**config.mk**
```make
export PLATFORM = sky130hd
export DESIGN_NAME = flash_stream_reader
export DESIGN_NICKNAME = d
export VERILOG_FILES = /design/src/rtl/flash_stream_reader.sv
export SDC_FILE = /design/constraint.sdc
export NUM_CORES = 1
export LEC_CHECK = 0
export CORE_ASPECT_RATIO = 1.75
export CORE_UTILIZATION = 42
export DETAILED_ROUTE_END_ITERATION = 12
export GPL_TIMING_DRIVEN = 1
export PLACE_DENSITY = 0.56
export SLEW_MARGIN = 20
export SYNTH_ARGS = -nofsm -noshare
export SYNTH_HDL_FRONTEND = slang
export SYNTH_SLANG_ARGS = --single-unit
```
**constraint.sdc**
```tcl
create_clock -name clk -period 4.55 [get_ports clk]
set_input_delay 0.6825 -clock clk [delete_from_list [all_inputs] [get_ports clk]]
set_output_delay 0.6825 -clock clk [all_outputs]
set_load 0.05 [all_outputs]
```
**src/rtl/flash_stream_reader.sv**
```systemverilog
// Streams bytes out of a CFI NOR flash (byte mode) through a first-word-fall-through
// FIFO to a valid/ready byte consumer. Flash is read only; WE# is held high.
module flash_stream_reader #(
  parameter logic [21:0] START_ADDR = 22'h000000,
  parameter logic [21:0] END_ADDR   = 22'h3FFFFF,
  parameter int          ACCESS_CYC = 5,
  parameter int          RST_CYC    = 8,
  parameter int          FIFO_DEPTH = 16
) (
  input  logic        clk,
  input  logic        rst,
  output logic [21:0] flash_addr,
  input  logic [7:0]  flash_data,
  output logic        flash_ce_n,
  output logic        flash_oe_n,
  output logic        flash_we_n,
  output logic        flash_rst_n,
  output logic [7:0]  out_data,
  output logic        out_valid,
  input  logic        out_ready,
  output logic [4:0]  fifo_level,
  output logic        done,
  output logic [2:0]  dbg_state
);

  localparam int PW  = $clog2(FIFO_DEPTH);
  localparam int RCW = $clog2(RST_CYC + 1);
  localparam int WCW = $clog2(ACCESS_CYC + 1);
  localparam logic [4:0]     DEPTH_L  = 5'(FIFO_DEPTH);
  localparam logic [4:0]     DEPTH_M1 = 5'(FIFO_DEPTH - 1);
  localparam logic [RCW-1:0] RST_LAST = RCW'(RST_CYC - 1);
  localparam logic [WCW-1:0] WAIT_LD  = WCW'(ACCESS_CYC - 1);

  typedef enum logic [2:0] {
    S_RST_HOLD = 3'd0,
    S_RECOVER  = 3'd1,
    S_ISSUE    = 3'd2,
    S_WAIT     = 3'd3,
    S_CAPTURE  = 3'd4,
    S_FINISH   = 3'd5
  } state_t;

  state_t         state;
  logic [RCW-1:0] rcnt;
  logic [WCW-1:0] wcnt;

  logic [7:0]    mem [FIFO_DEPTH];
  logic [PW-1:0] wr_ptr;
  logic [PW-1:0] rd_ptr;
  logic [4:0]    level;
  logic          push;
  logic          pop;
  logic          cap_room;

  // Handshake: a byte moves on any clock edge where out_valid and out_ready are both
  // high; out_valid/out_data are held stable until that edge.
  assign out_valid  = (level != 5'd0);
  assign out_data   = out_valid ? mem[rd_ptr] : 8'h00;
  assign pop        = out_valid & out_ready;
  assign push       = (state == S_CAPTURE);
  assign fifo_level = level;
  assign flash_we_n = 1'b1;
  assign dbg_state  = state;

  // The read launched at capture lands ACCESS_CYC+1 cycles later, so it must still
  // have a slot after this cycle's push (a simultaneous pop frees one).
  assign cap_room = pop | (level < DEPTH_M1);

  always_ff @(posedge clk or posedge rst) begin
    if (rst) begin
      state       <= S_RST_HOLD;
      rcnt        <= '0;
      wcnt        <= '0;
      flash_addr  <= START_ADDR;
      flash_ce_n  <= 1'b1;
      flash_oe_n  <= 1'b1;
      flash_rst_n <= 1'b0;
      done        <= 1'b0;
    end else begin
      case (state)
        S_RST_HOLD: begin
          if (rcnt == RST_LAST) begin
            rcnt        <= '0;
            flash_rst_n <= 1'b1;
            state       <= S_RECOVER;
          end else begin
            rcnt <= rcnt + RCW'(1);
          end
        end
        S_RECOVER: begin
          // FIFO is empty here, so the first read launches as recovery ends.
          if (rcnt == RST_LAST) begin
            rcnt       <= '0;
            flash_ce_n <= 1'b0;
            flash_oe_n <= 1'b0;
            wcnt       <= WAIT_LD;
            state      <= S_WAIT;
          end else begin
            rcnt <= rcnt + RCW'(1);
          end
        end
        S_ISSUE: begin
          if (level < DEPTH_L) begin
            flash_ce_n <= 1'b0;
            flash_oe_n <= 1'b0;
            wcnt       <= WAIT_LD;
            state      <= S_WAIT;
          end else begin
            flash_ce_n <= 1'b1;
            flash_oe_n <= 1'b1;
          end
        end
        S_WAIT: begin
          if (wcnt == '0) begin
            state <= S_CAPTURE;
          end else begin
            wcnt <= wcnt - WCW'(1);
          end
        end
        S_CAPTURE: begin
          if (flash_addr == END_ADDR) begin
            flash_ce_n <= 1'b1;
            flash_oe_n <= 1'b1;
            state      <= S_FINISH;
          end else begin
            flash_addr <= flash_addr + 22'd1;
            if (cap_room) begin
              // Back-to-back read: strobes stay low, next address launches now.
              wcnt  <= WAIT_LD;
              state <= S_WAIT;
            end else begin
              flash_ce_n <= 1'b1;
              flash_oe_n <= 1'b1;
              state      <= S_ISSUE;
            end
          end
        end
        S_FINISH: begin
          if (pop && (level == 5'd1)) begin
            done <= 1'b1;
          end
        end
        default: begin
          state <= S_RST_HOLD;
        end
      endcase
    end
  end

  always_ff @(posedge clk) begin
    if (push) begin
      mem[wr_ptr] <= flash_data;
    end
  end

  always_ff @(posedge clk or posedge rst) begin
    if (rst) begin
      wr_ptr <= '0;
      rd_ptr <= '0;
      level  <= '0;
    end else begin
      if (push) begin
        wr_ptr <= wr_ptr + PW'(1);
      end
      if (pop) begin
        rd_ptr <= rd_ptr + PW'(1);
      end
      case ({push, pop})
        2'b10:   level <= level + 5'd1;
        2'b01:   level <= level - 5'd1;
        default: level <= level;
      endcase
    end
  end

endmodule
```
==> impl_results.rst, run 1 <==
.. list-table::
   :header-rows: 1

   * - Metric
     - Value
   * - Status
     - finished, final reports clean
   * - Total I/O pin count
     - 55
   * - Number of hold buffers added after cts
     - 0
   * - Power Density
     - ~630 nW/um^2
   * - Post_cts resized
     - 0
   * - Net switching share of the total power
     - 35.80%
   * - Largest stage delay, worst path
     - about 0.74 ns
   * - Initial standard-cell utilization of the core
     - 42.87%
   * - Most instantiated flip-flop cell in the synthesis netlist
     - edfxtp_1
   * - Total routing usage reported by global routing
     - about a fifth
   * - Number of distinct library cells after synthesis
     - between 50 and 60
   * - Critical register-to-register path endpoint
     - mem[11][5]$_DFFE_PP_
   * - Cell with the largest stage delay on the worst path
     - dfrtp_2
   * - Sequential cell area in the final layout
     - slightly above 5000 sq um
   * - Area used by multi-input combinational logic
     - ~2300 sq um
   * - Antenna-violating nets left
     - 0
   * - Least setup slack across all paths after layout
     - about 0.80 ns
   * - TritonCTS clock tree
     - built
   * - TritonCTS sink count
     - 176
   * - Portion of total power attributed to sequential cells
     - roughly 39%
   * - Depth of the CTS H-tree
     - 4
   * - Violation count after the first detailed-route iteration
     - 137
   * - ANT cells
     - 0
   * - Register bit count reported by yosys
     - ~180
   * - Top delay family on crit path
     - buffers and inverters
   * - Initial antenna violation count
     - 0
   * - Worst hold path startpoint
     - flash_rst_n$_DFFE_PP0P_
   * - Final slew viol count
     - 0
   * - Dpl cell area
     - about 8300 sq um
   * - Arrival time of the worst setup path
     - about 3.1 ns
   * - Critical register-to-register path startpoint
     - dbg_state[0]$_DFFE_PP0P_
   * - Pre-CTS setup slack
     - 1.176 ns
   * - Clock-pin slew reported for the worst setup and hold paths after clock tree synthesis
     - roughly 0.07 ns
   * - Worst min path class
     - register to register
   * - Number of buffers added by the clock tree synthesis step
     - 17
   * - DIE AREA
     - 18460 sq um
   * - VDD IR-drop max
     - approximately 0.00036 V
   * - Nets in the synthesized netlist
     - 491
   * - Worst Path Required
     - about 3.9 ns
   * - Peak clock frequency supported by timing
     - ~270 MHz
   * - RSZ-0062 raised after global routing
     - false
   * - Setup violations, final
     - 0
   * - RePlAce Congestion
     - between 0.8 and 0.9
   * - Warnings from Yosys
     - 0
   * - Design internal power
     - roughly 3600 uW
   * - Worst R2R Path Depth
     - 4
   * - Hold-critical path depth
     - 1
   * - Dpl cells
     - 737
   * - Post-Layout Inst Area
     - slightly below 9000 sq um
   * - Max_slew headroom
     - between 20% and 30%
   * - Total wirelength of the detailed-routed design
     - approximately 16000 um
   * - First-pass GRT wire length
     - approximately 25000 um
   * - Std-Cell Core Area
     - between 15000 and 20000 sq um
   * - Total gr overflow
     - 0
   * - Crit start category
     - register
   * - Share of post-route cells with drive strength above 1
     - between 10% and 20%
   * - Proportion of synthesized chip area in sequential cells
     - ~67%
   * - Total DRC errors in the routed layout
     - 0
   * - Fin cells
     - slightly below 800
   * - Vias in the first global route
     - 4494
   * - Post-detailed-route via-to-cell ratio
     - approximately 5.4
   * - Chip height
     - 179.0 um
   * - Min Clock Period, post-route
     - around 3.8 ns
   * - CTS root buf
     - clkbuf_16
   * - Final-report hold violation count
     - 0
   * - WL/cell
     - about 21 um
   * - # fillers
     - approximately 1500
   * - Post-Synthesis Cell Area
     - 7517 sq um
   * - Leakage Power
     - ~0.0031 uW
   * - Gate Count Post-Synth
     - roughly 470
   * - Site row count
     - 64
   * - Critical Setup Path Class
     - register to primary output
   * - Floorplan die width
     - between 100 and 150 um
   * - Maximum fanout count along the critical path
     - 17
   * - Share of power burned in the clock network
     - about a quarter
   * - Transition time at the pin with the least slew margin
     - around 1.1 ns
   * - Post-CTS Setup Repair Bufs
     - 0
   * - Buffers on Ports
     - 53
   * - Final sum of negative setup slack
     - 0 ns
   * - Critical path buffers and inverters
     - 2
   * - Final worst path period share
     - ~83%
   * - Worst Hold Margin
     - 0.4756 ns
   * - Reported max-cap violation count
     - 0
   * - Signed area change from the synthesized netlist to the final layout
     - 18.23%
   * - Proportion of power drawn by combinational gates
     - a little over a third
   * - Net switching power figure
     - between 1500 and 2000 uW
   * - Terminating pin of the worst hold path
     - flash_rst_n$_DFFE_PP0P_
   * - Asr flop ratio synth
     - about 27%
   * - Synthesized area per cell
     - ~16 sq um
   * - Maximum number of pins on one net before global-route repair
     - slightly below 50
   * - Number of synthesized flops with an enable pin
     - around 130
   * - Worst R2R Setup Slack
     - about 1.6 ns
   * - Longest Clk Path Bufs
     - 2
   * - Post-Route Skew
     - 0.01177 ns
   * - Pre-Repair DR Iteration Count
     - 4
   * - Worst-skew pair later-pin latency
     - between 0.4 and 0.5 ns
   * - Nature of the critical path endpoint
     - primary output
   * - Final net count
     - 550
   * - Post-detailed-placement half-perimeter wirelength
     - roughly 11000 um
   * - Overall via count from detail_route
     - around 4100
   * - Cell-by-cell listing of the critical path
     - buf_4 > mux4_2 > mux2i_1 > o22ai_1 > clkdlybuf4s50_1
==> cell type report <==
cell class / instances / area share (%)
clock buffer: 19 / 4.871
tap: 231 / 3.252
timing repair buffer: 58 / 6.392
clock inverter: 13 / 1.830
multi-input combinational: 260 / 26.36
inverter: 12 / 0.5068
sequential: 176 / 56.79
==> placed cells by master, fill, tap and decap left out, types with 10 or more instances in the layout <==
cell / n
edfxtp_1: 128
clkdlybuf4s50_1: 53
dfrtp_1: 46
mux4_2: 32
nand2_1: 27
xnor2_1: 23
and2_1: 18
mux2i_1: 17
clkbuf_16: 17
ha_1: 14
nand3_1: 13
nand4_1: 11
o21ai_0: 10
inv_1: 10
o22ai_1: 10
==> cells in the mapped netlist, types with 2 or more instances <==
| library cell | number | area [sq um] |
|---|---|---|
| nor4b_1 | 2 | 17.52 |
| mux2i_1 | 17 | 170.2 |
| clkbuf_1 | 7 | 26.28 |
| a21oi_1 | 7 | 35.03 |
| dfrtp_1 | 47 | 1176 |
| or2_2 | 2 | 12.51 |
| xor2_1 | 7 | 61.31 |
| edfxtp_1 | 128 | 3844 |
| o21a_1 | 2 | 15.01 |
| nor2_1 | 9 | 33.78 |
| mux4_2 | 32 | 720.7 |
| o22ai_1 | 10 | 62.56 |
| buf_1 | 2 | 7.510 |
| nor4_1 | 5 | 31.28 |
| nor3_1 | 6 | 30.03 |
| and4_1 | 2 | 17.52 |
| nand4_1 | 11 | 68.82 |
| nand2_1 | 27 | 101.4 |
| buf_4 | 2 | 15.01 |
| buf_2 | 7 | 35.03 |
| and3_1 | 9 | 56.30 |
| ha_1 | 14 | 175.2 |
| o32ai_1 | 2 | 17.52 |
| nor2b_1 | 3 | 18.77 |
| nand3b_1 | 3 | 22.52 |
| inv_1 | 11 | 41.29 |
| xnor2_1 | 23 | 201.4 |
| o21ai_0 | 10 | 50.05 |
| and2_1 | 18 | 112.6 |
| nand2b_1 | 3 | 18.77 |
| nand3_1 | 13 | 65.06 |
==> sequential cells by signal (all words and copies together) (netlist names) <==
register and flops:
dbg_state 3, done 1, fifo_level 5, flash_addr 22, flash_oe_n 1, flash_rst_n 1, mem 128, rcnt 4
rd_ptr 4, wcnt 3, wr_ptr 4
==> cells by family (layout without fill, tap and decap cells) <==
logic type                 Yosys count  count (layout)  synth area share [%]
and+or+nand+nor                    123             123                 9.504
DFF                                176             176                 67.13
other                                1               1               0.04989
xor gates and xnor gates            30              30                 3.495
AOI/OAI and AO/OA                   40              40                 3.429
muxes                               52              52                 12.35
adders and majority gates           14              14                 2.330
buffers and inverters               30             102                 1.714
==> power by group through the flow <==
stage / sequential [uW] / combinational (uW) / clock [uW]
floorplan: 2230 / 1320 / 0
global placement: 2180 / 1940 / 0
detailed placement: 2180 / 1960 / 0
CTS: 2150 / 1970 / 1500
global route: 2180 / 2090 / 1560
finish: 2140 / 1950 / 1470
==> per-stage QoR <==
step	power, uW	utilization (%)
finish	5558	50.68
global route	5828	50.68
floorplan	3554	-
CTS	5627	50.68
detailed placement	4143	47.28
global placement	4111	47.28
==> layer usage <==
| metal | share of wire [%] | global-route usage [%] | vias to the layer above |
|---|---|---|---|
| li1 | - | - | 1909 |
| met1 | 37 | 20.63 | 2118 |
| met2 | 58 | 36.25 | 76 |
| met3 | 2.4 | 3.587 | 21 |
| met4 | 2.5 | 7.746 | 0 |
| met5 | 0 | 0 | - |
==> worst max-delay path by stage <==
stage	startpoint	endpoint	slack, ns	cells after the start
after global routing	rd_ptr[0]$_DFFE_PP0P_	out_data[4]	0.60	5
after global placement	rd_ptr[0]$_DFFE_PP0P_	out_data[4]	1.17	5
after floorplan	fifo_level[0]$_DFFE_PP0P_	out_data[6]	1.33	5
final	rd_ptr[0]$_DFFE_PP0P_	out_data[4]	0.80	5
after detailed placement	rd_ptr[0]$_DFFE_PP0P_	out_data[4]	1.18	5
after CTS	rd_ptr[0]$_DFFE_PP0P_	out_data[4]	0.71	5
(Power assumes the default switching activity.)
==> run 2: changes to the inputs <==
--- a/config.mk
+++ b/config.mk
@@ -9,7 +9,7 @@
 export CORE_UTILIZATION = 42
 export DETAILED_ROUTE_END_ITERATION = 12
 export GPL_TIMING_DRIVEN = 1
-export PLACE_DENSITY = 0.56
+export PLACE_DENSITY = 0.59
 export SLEW_MARGIN = 20
 export SYNTH_ARGS = -nofsm -noshare
 export SYNTH_HDL_FRONTEND = slang
==> constraint.sdc (replaced) <==
create_clock -name clk -period 3.2 [get_ports clk]
set_input_delay 0.48 -clock clk [delete_from_list [all_inputs] [get_ports clk]]
set_output_delay 0.48 -clock clk [all_outputs]
set_load 0.05 [all_outputs]
==> impl_results.rst, run 2 (synthesis gave the netlist of run 1 again) <==
.. list-table::
   :header-rows: 1

   * - Metric
     - Value
   * - VDD IR-drop max
     - 0.0005654 V (+58%)
   * - Final net count
     - 552 (+0.36%)
   * - Post-detailed-route via-to-cell ratio
     - 5.458 (+1.8%)
   * - Vias in the first global route
     - 4580 (+1.9%)
   * - Std-Cell Core Area
     - 17540 sq um (unchanged)
   * - Worst-skew pair later-pin latency
     - 0.42 ns (about the same)
   * - TritonCTS clock tree
     - built
   * - Cell with the most instances on the worst path
     - buf_4
   * - Initial standard-cell utilization of the core
     - 42.87% (unchanged)
   * - Share of post-route cells with drive strength above 1
     - 17.59% (+2.5 points)
   * - Chip height
     - 179.0 um (unchanged)
   * - Post-Layout Inst Area
     - 8871 sq um (-0.18%)
   * - Floorplan die width
     - 103.1 um (unchanged)
   * - RSZ-0062 raised after global routing
     - false
   * - Min Clock Period, post-route
     - approximately 2.7 ns
   * - Overall power of the completed layout
     - 7829 uW (+41%)
   * - CTS root buf
     - clkbuf_16
   * - Total wirelength of the detailed-routed design
     - 15690 um (-3.0%)
   * - WL/cell
     - 20.35 um (-3.2%)
   * - TritonCTS sink count
     - 176 (unchanged)
   * - Signed area change from the synthesized netlist to the final layout
     - 18.01%
   * - Overall via count from detail_route
     - 4208 (+2.0%)
   * - DIE AREA
     - 18460 sq um (unchanged)
   * - Most frequent cells in the layout
     - 128 x edfxtp_1, 46 x dfrtp_1, 45 x clkdlybuf4s50_1
   * - Cell with the largest stage delay on the worst path
     - mux4_2
   * - Dpl cells
     - 739 (+0.27%)
   * - Pre-Repair DR Iteration Count
     - 5 (+1)
   * - Final-report hold violation count
     - 0 (unchanged)
   * - Clock-pin slew reported for the worst setup and hold paths after clock tree synthesis
     - 0.07 ns (about the same)
   * - Critical Setup Path Class
     - register to primary output
   * - Violation count after the first detailed-route iteration
     - 172 (+26%)
   * - Worst Path Required
     - 2.72 ns (-1.15 ns)
   * - Nature of the critical path endpoint
     - primary output
   * - Post-CTS Setup Repair Bufs
     - 0 (unchanged)
   * - Worst R2R Path Depth
     - 10 (+6)
   * - Total DRC errors in the routed layout
     - 0 (unchanged)
   * - Critical register-to-register path startpoint
     - fifo_level[0]$_DFFE_PP0P_
   * - Arrival time of the worst setup path
     - 2.26 ns (-0.81 ns)
   * - Post_cts resized
     - 0 (unchanged)
   * - Final slew viol count
     - 0 (unchanged)
   * - First-pass GRT wire length
     - 24890 um (-0.80%)
   * - Depth of the CTS H-tree
     - 4 (unchanged)
   * - Longest Clk Path Bufs
     - 2 (unchanged)
   * - Worst Hold Margin
     - 0.3789 ns (-0.09672 ns)
   * - Dpl cell area
     - 8287 sq um (about the same)
   * - Flip-flop count of the largest register after layout
     - 128 (unchanged)
   * - ANT cells
     - 0 (unchanged)
   * - Crit start category
     - register
   * - Total gr overflow
     - 0 (unchanged)
   * - Top delay family on crit path
     - multiplexers
   * - Post-Route Skew
     - 0.01167 ns (-0.00009950 ns)
   * - Number of hold buffers added after cts
     - 0 (unchanged)
   * - Buffers on Ports
     - 53 (unchanged)
   * - Critical path buffers and inverters
     - 2 (unchanged)
   * - Fin cells
     - 771 (+0.26%)
   * - Largest stage delay, worst path
     - 0.59 ns (-0.15 ns)
   * - Post-detailed-placement half-perimeter wirelength
     - 10860 um (-3.6%)
   * - Leakage Power
     - 0.003156 uW (+0.59%)
   * - Max_slew headroom
     - 60.72% (+32 points)
   * - Reported max-cap violation count
     - 0 (unchanged)
   * - Maximum number of pins on one net before global-route repair
     - 36 (-27%)
   * - Commonest non-fill, non-tap cell in the layout
     - edfxtp_1
   * - Total routing usage reported by global routing
     - 18.67% (-0.59 points)
   * - RePlAce Congestion
     - 0.8246 (+2.9%)
   * - Antenna-violating nets left
     - 0 (unchanged)
   * - Worst R2R Setup Slack
     - 0.80 ns (-0.76 ns)
   * - Cell-by-cell listing of the critical path
     - buf_4 > mux4_2 > mux2i_1 > o22ai_1 > buf_4
   * - Register containing the most flip-flops in the final layout
     - mem
   * - Number of buffers added by the clock tree synthesis step
     - 17 (unchanged)
   * - Status
     - finished, final reports clean
   * - Setup violations, final
     - 0 (unchanged)
   * - Initial antenna violation count
     - 0 (unchanged)
   * - Peak clock frequency supported by timing
     - 365.1 MHz
   * - Final sum of negative setup slack
     - 0 ns (unchanged)
   * - Final worst path period share
     - a little under nine tenths
   * - Worst min path class
     - primary input to asynchronous set/reset pin
   * - Maximum fanout count along the critical path
     - 21 (+4)
   * - Power Density
     - 882.5 nW/um^2 (+41%)
   * - Transition time at the pin with the least slew margin
     - 0.5874 ns (-0.4763 ns)
   * - Critical register-to-register path endpoint
     - fifo_level[3]$_DFFE_PP0P_
   * - Site row count
     - 64 (unchanged)
   * - Total I/O pin count
     - 55 (unchanged)
[run 2: per-layer routing]
layer	routed length, um	vias to the layer above	global-route usage [%]
met5	0	-	0
met4	108	0	5.575
met2	9163	101	35.53
li1	-	1926	-
met1	6024	2175	20.69
met3	394	6	3.197
[run 2: worst reg2reg max path, delay by kind of cell (launching register included)]
family,cells,cell delay (ns)
fa+ha+maj,2,0.49
flops,1,0.51
compound gates,1,0.07
simple gates,4,0.81
buf+inv,2,0.26
xor+xnor,1,0.16
[run 2: final cells by class]
cell class / instances / area (sq um)
clock buffers: 17 / 425.4
clock inverters: 15 / 158.9
fillers: 1460 / 8666
inverters: 12 / 45.04
multi-input cells: 260 / 2342
flip-flops and latches: 176 / 5047
well taps: 231 / 289.0
repair buffers: 60 / 563.0
[run 2: through the flow]
step	utilization [%]	setup slack, ns
finish	50.59	0.4610
global route	50.59	0.3425
CTS	50.59	0.3916
detailed placement	47.25	0.8442
global placement	47.25	0.8590
floorplan	-	0.1863
[run 2: worst max path at each step]
stage / slack (ns) / end / depth (start not counted) / startpoint
4_1_cts: 0.39 / out_data[0] / 5 / rd_ptr[0]$_DFFE_PP0P_
6_report: 0.46 / out_data[0] / 5 / rd_ptr[0]$_DFFE_PP0P_
5_1_grt: 0.34 / out_data[6] / 5 / rd_ptr[0]$_DFFE_PP0P_
2_1_floorplan: 0.19 / out_data[6] / 5 / fifo_level[0]$_DFFE_PP0P_
3_3_place_gp: 0.86 / out_data[0] / 5 / rd_ptr[0]$_DFFE_PP0P_
3_5_place_dp: 0.84 / out_data[0] / 5 / rd_ptr[0]$_DFFE_PP0P_
[run 2: report_power, final]
| group | switching [uW] | leakage, uW | internal (uW) |
|---|---|---|---|
| combinational | 1730 | 0.00110 | 1150 |
| clock | 977 | 0.000287 | 1050 |
| sequential | 263 | 0.00177 | 2660 |
| total | 2970 | 0.00316 | 4860 |
==> run 3: changes to the inputs <==
--- a/config.mk
+++ b/config.mk
@@ -6,10 +6,10 @@
 export NUM_CORES = 1
 export LEC_CHECK = 0
 export CORE_ASPECT_RATIO = 1.75
-export CORE_UTILIZATION = 42
+export CORE_UTILIZATION = 53
 export DETAILED_ROUTE_END_ITERATION = 12
 export GPL_TIMING_DRIVEN = 1
-export PLACE_DENSITY = 0.59
+export PLACE_DENSITY = 0.72
 export SLEW_MARGIN = 20
 export SYNTH_ARGS = -nofsm -noshare
 export SYNTH_HDL_FRONTEND = slang
==> impl_results.rst, run 3 (synthesis gave the netlist of run 1 again) <==
.. list-table::
   :header-rows: 1

   * - Metric
     - Value
   * - Post_cts resized
     - 0 (unchanged)
   * - Final-report hold violation count
     - 0 (unchanged)
   * - WL/cell
     - 21.31 um (+4.7%)
   * - Most crowded layer after global routing
     - met2
   * - Maximum number of pins on one net before global-route repair
     - 36 (unchanged)
   * - Utilization after layout
     - 63.56% (+13 points)
   * - Maximum fanout count along the critical path
     - 32 (+52%)
   * - RSZ-0062 raised after global routing
     - false
   * - DIE AREA
     - 14680 sq um (-20%)
   * - Most frequent cells in the layout
     - 128 x edfxtp_1, 46 x dfrtp_1, 45 x clkdlybuf4s50_1
   * - Antenna-violating nets left
     - 0 (unchanged)
   * - TritonCTS clock tree
     - built
   * - Flip-flop count of the largest register after layout
     - 128 (unchanged)
   * - M3 GR Usage
     - 4.537% (+1.3 points)
   * - Register containing the most flip-flops in the final layout
     - mem
   * - Overall via count from detail_route
     - 4238 (+0.71%)
   * - Violation count after the first detailed-route iteration
     - 223 (+30%)
   * - Site row count
     - 57 (-11%)
   * - Top delay family on crit path
     - multiplexers
   * - Arrival time of the worst setup path
     - 2.31 ns (+0.05 ns)
   * - Depth of the CTS H-tree
     - 4 (unchanged)
   * - Largest stage delay, worst path
     - 0.54 ns (-0.05 ns)
   * - Worst-skew pair later-pin latency
     - 0.43 ns (about the same)
   * - Number of hold buffers added after cts
     - 0 (unchanged)
   * - Share of power burned in the clock network
     - 25.4% (-0.5 points)
   * - Total gr overflow
     - 0 (unchanged)
   * - Transition time at the pin with the least slew margin
     - 0.6961 ns (+0.1087 ns)
   * - Critical Setup Path Class
     - register to primary output
   * - TritonCTS sink count
     - 176 (unchanged)
   * - Cell with the largest stage delay on the worst path
     - mux4_2
   * - Buffers on Ports
     - 53 (unchanged)
   * - Signed area change from the synthesized netlist to the final layout
     - 16.99%
   * - Post-Route Skew
     - 0.01195 ns (+0.0002825 ns)
   * - Total DRC errors in the routed layout
     - 0 (unchanged)
   * - Chip height
     - 159.5 um (-11%)
   * - Setup violations, final
     - 0 (unchanged)
   * - Floorplan die width
     - 92.03 um (-11%)
   * - RePlAce Congestion
     - 0.7971 (-3.3%)
   * - Total I/O pin count
     - 55 (unchanged)
   * - Initial standard-cell utilization of the core
     - 54.33% (+11 points)
   * - Pre-Repair DR Iteration Count
     - 4 (-1)
   * - Fin cells
     - 716 (-7.1%)
   * - Peak clock frequency supported by timing
     - 358.9 MHz (-1.7%)
   * - Worst min path class
     - primary input to asynchronous set/reset pin
   * - Final net count
     - 551 (-0.18%)
   * - Critical path depth in cells
     - 5 (unchanged)
   * - Post-detailed-route via-to-cell ratio
     - 5.919 (+8.4%)
   * - ANT cells
     - 0 (unchanged)
   * - Crit start category
     - register
   * - Initial antenna violation count
     - 0 (unchanged)
   * - Power Density
     - 886.6 nW/um^2 (+0.46%)
   * - Post-CTS Setup Repair Bufs
     - 0 (unchanged)
   * - Final slew viol count
     - 0 (unchanged)
   * - Net switching power figure
     - 2936 uW (-1.1%)
   * - VDD IR-drop max
     - 0.0006223 V (+10%)
   * - Vias in the first global route
     - 4355 (-4.9%)
   * - Worst R2R Path Depth
     - 10 (unchanged)
   * - Portion of total power attributed to sequential cells
     - 37.4% (about the same)
   * - Proportion of power drawn by combinational gates
     - 37.2% (+0.4 points)
   * - Post-detailed-placement half-perimeter wirelength
     - 10360 um (-4.7%)
   * - Worst Path Required
     - 2.72 ns (about the same)
   * - Final sum of negative setup slack
     - 0 ns (unchanged)
   * - Longest Clk Path Bufs
     - 2 (unchanged)
   * - Nature of the critical path endpoint
     - primary output
   * - Max_slew headroom
     - 53.52% (-7.2 points)
   * - M2 GR Usage
     - 40.64% (+5.1 points)
   * - Final worst path period share
     - 87.07% (+1.5 points)
   * - Std-Cell Core Area
     - 13840 sq um (-21%)
   * - First-pass GRT wire length
     - 24300 um (-2.4%)
   * - Design internal power
     - 4862 uW (about the same)
   * - Net switching share of the total power
     - 37.65% (-0.25 points)
   * - Fraction of met1 tracks used by global routing
     - 26.01% (+5.3 points)
   * - Min Clock Period, post-route
     - 2.786 ns (+0.04722 ns)
   * - Total routing usage reported by global routing
     - 22.49% (+3.8 points)
   * - Commonest non-fill, non-tap cell in the layout
     - edfxtp_1
   * - Reported max-cap violation count
     - 0 (unchanged)
   * - Cell-by-cell listing of the critical path
     - buf_12 > mux4_2 > mux2i_1 > o22ai_1 > buf_4
   * - Clock-pin slew reported for the worst setup and hold paths after clock tree synthesis
     - 0.07 ns (about the same)
   * - Dpl cells
     - 684 (-7.4%)
   * - Number of buffers added by the clock tree synthesis step
     - 17 (unchanged)
   * - Status
     - finished, final reports clean
   * - Leakage Power
     - 0.003153 uW (-0.11%)
   * - CTS root buf
     - clkbuf_16
   * - Total wirelength of the detailed-routed design
     - 15260 um (-2.8%)
   * - Share of post-route cells with drive strength above 1
     - 17.25% (-0.34 points)
   * - Critical path buffers and inverters
     - 2 (unchanged)
-- run 3: cell types whose count changed in the layout (fill, tap and decap cells not counted), sizes merged --
cell / change
clkinv: +2
buf: -1
clkinvlp: -1
inv: -1
-- run 3: area by class of cell --
type	instances	area (sq um)
tap	177	221.5
clock buffer	17	425.4
timing repair buffer	59	568.0
clock inverter	15	145.1
sequential	176	5047
multi-input combinational	260	2342
inverter	12	45.04
fill	1040	5041
-- run 3: final timing paths --
kind	from	to	slack [ns]
worst min register to register	flash_rst_n$_DFFE_PP0P_	flash_rst_n$_DFFE_PP0P_	0.48
worst max-delay path	rd_ptr[0]$_DFFE_PP0P_	out_data[2]	0.41
worst min-delay path	rst	fifo_level[0]$_DFFE_PP0P_	0.48
worst max register to register	fifo_level[0]$_DFFE_PP0P_	fifo_level[3]$_DFFE_PP0P_	0.93
max in group asynchronous	rst	flash_addr[11]$_DFFE_PP0P_	2.01
min in group clk	flash_rst_n$_DFFE_PP0P_	flash_rst_n$_DFFE_PP0P_	0.48
-- run 3: worst reg2reg max path, stage by stage (launching register included) --
cell,delay (ns)
dfrtp_1,0.49
inv_1,0.11
ha_1,0.20
nand2_1,0.15
nand2_1,0.16
inv_1,0.15
ha_1,0.30
nor4b_1,0.26
a31oi_1,0.07
nor2_1,0.13
xor2_1,0.17
-- run 3: per-layer routing --
layer,up-vias,routed length (um)
met5,-,0
met4,0,273
met2,104,8646
met3,20,522
li1,1920,-
met1,2194,5812
-- run 3: through the flow --
step                      hold slack, ns  setup WS (ns)  area [sq um]  total power [uW]
after floorplan                   0.4778         0.1863          7517              5053
after global placement            0.4561         0.8848          8224              5789
after detailed placement          0.4563         0.8507          8224              5854
after CTS                         0.4793         0.3673          8795              7852
after global routing              0.5136         0.2976          8795              8147
final                             0.4774         0.4138          8795              7797
-- run 3: power by group through the flow --
stage	clock network, uW	registers (uW)	logic (uW)
after floorplan	0	3170	1880
after global routing	2100	2950	3100
after CTS	2020	2910	2920
after detailed placement	0	2960	2900
after global placement	0	2950	2840
final	1980	2920	2900
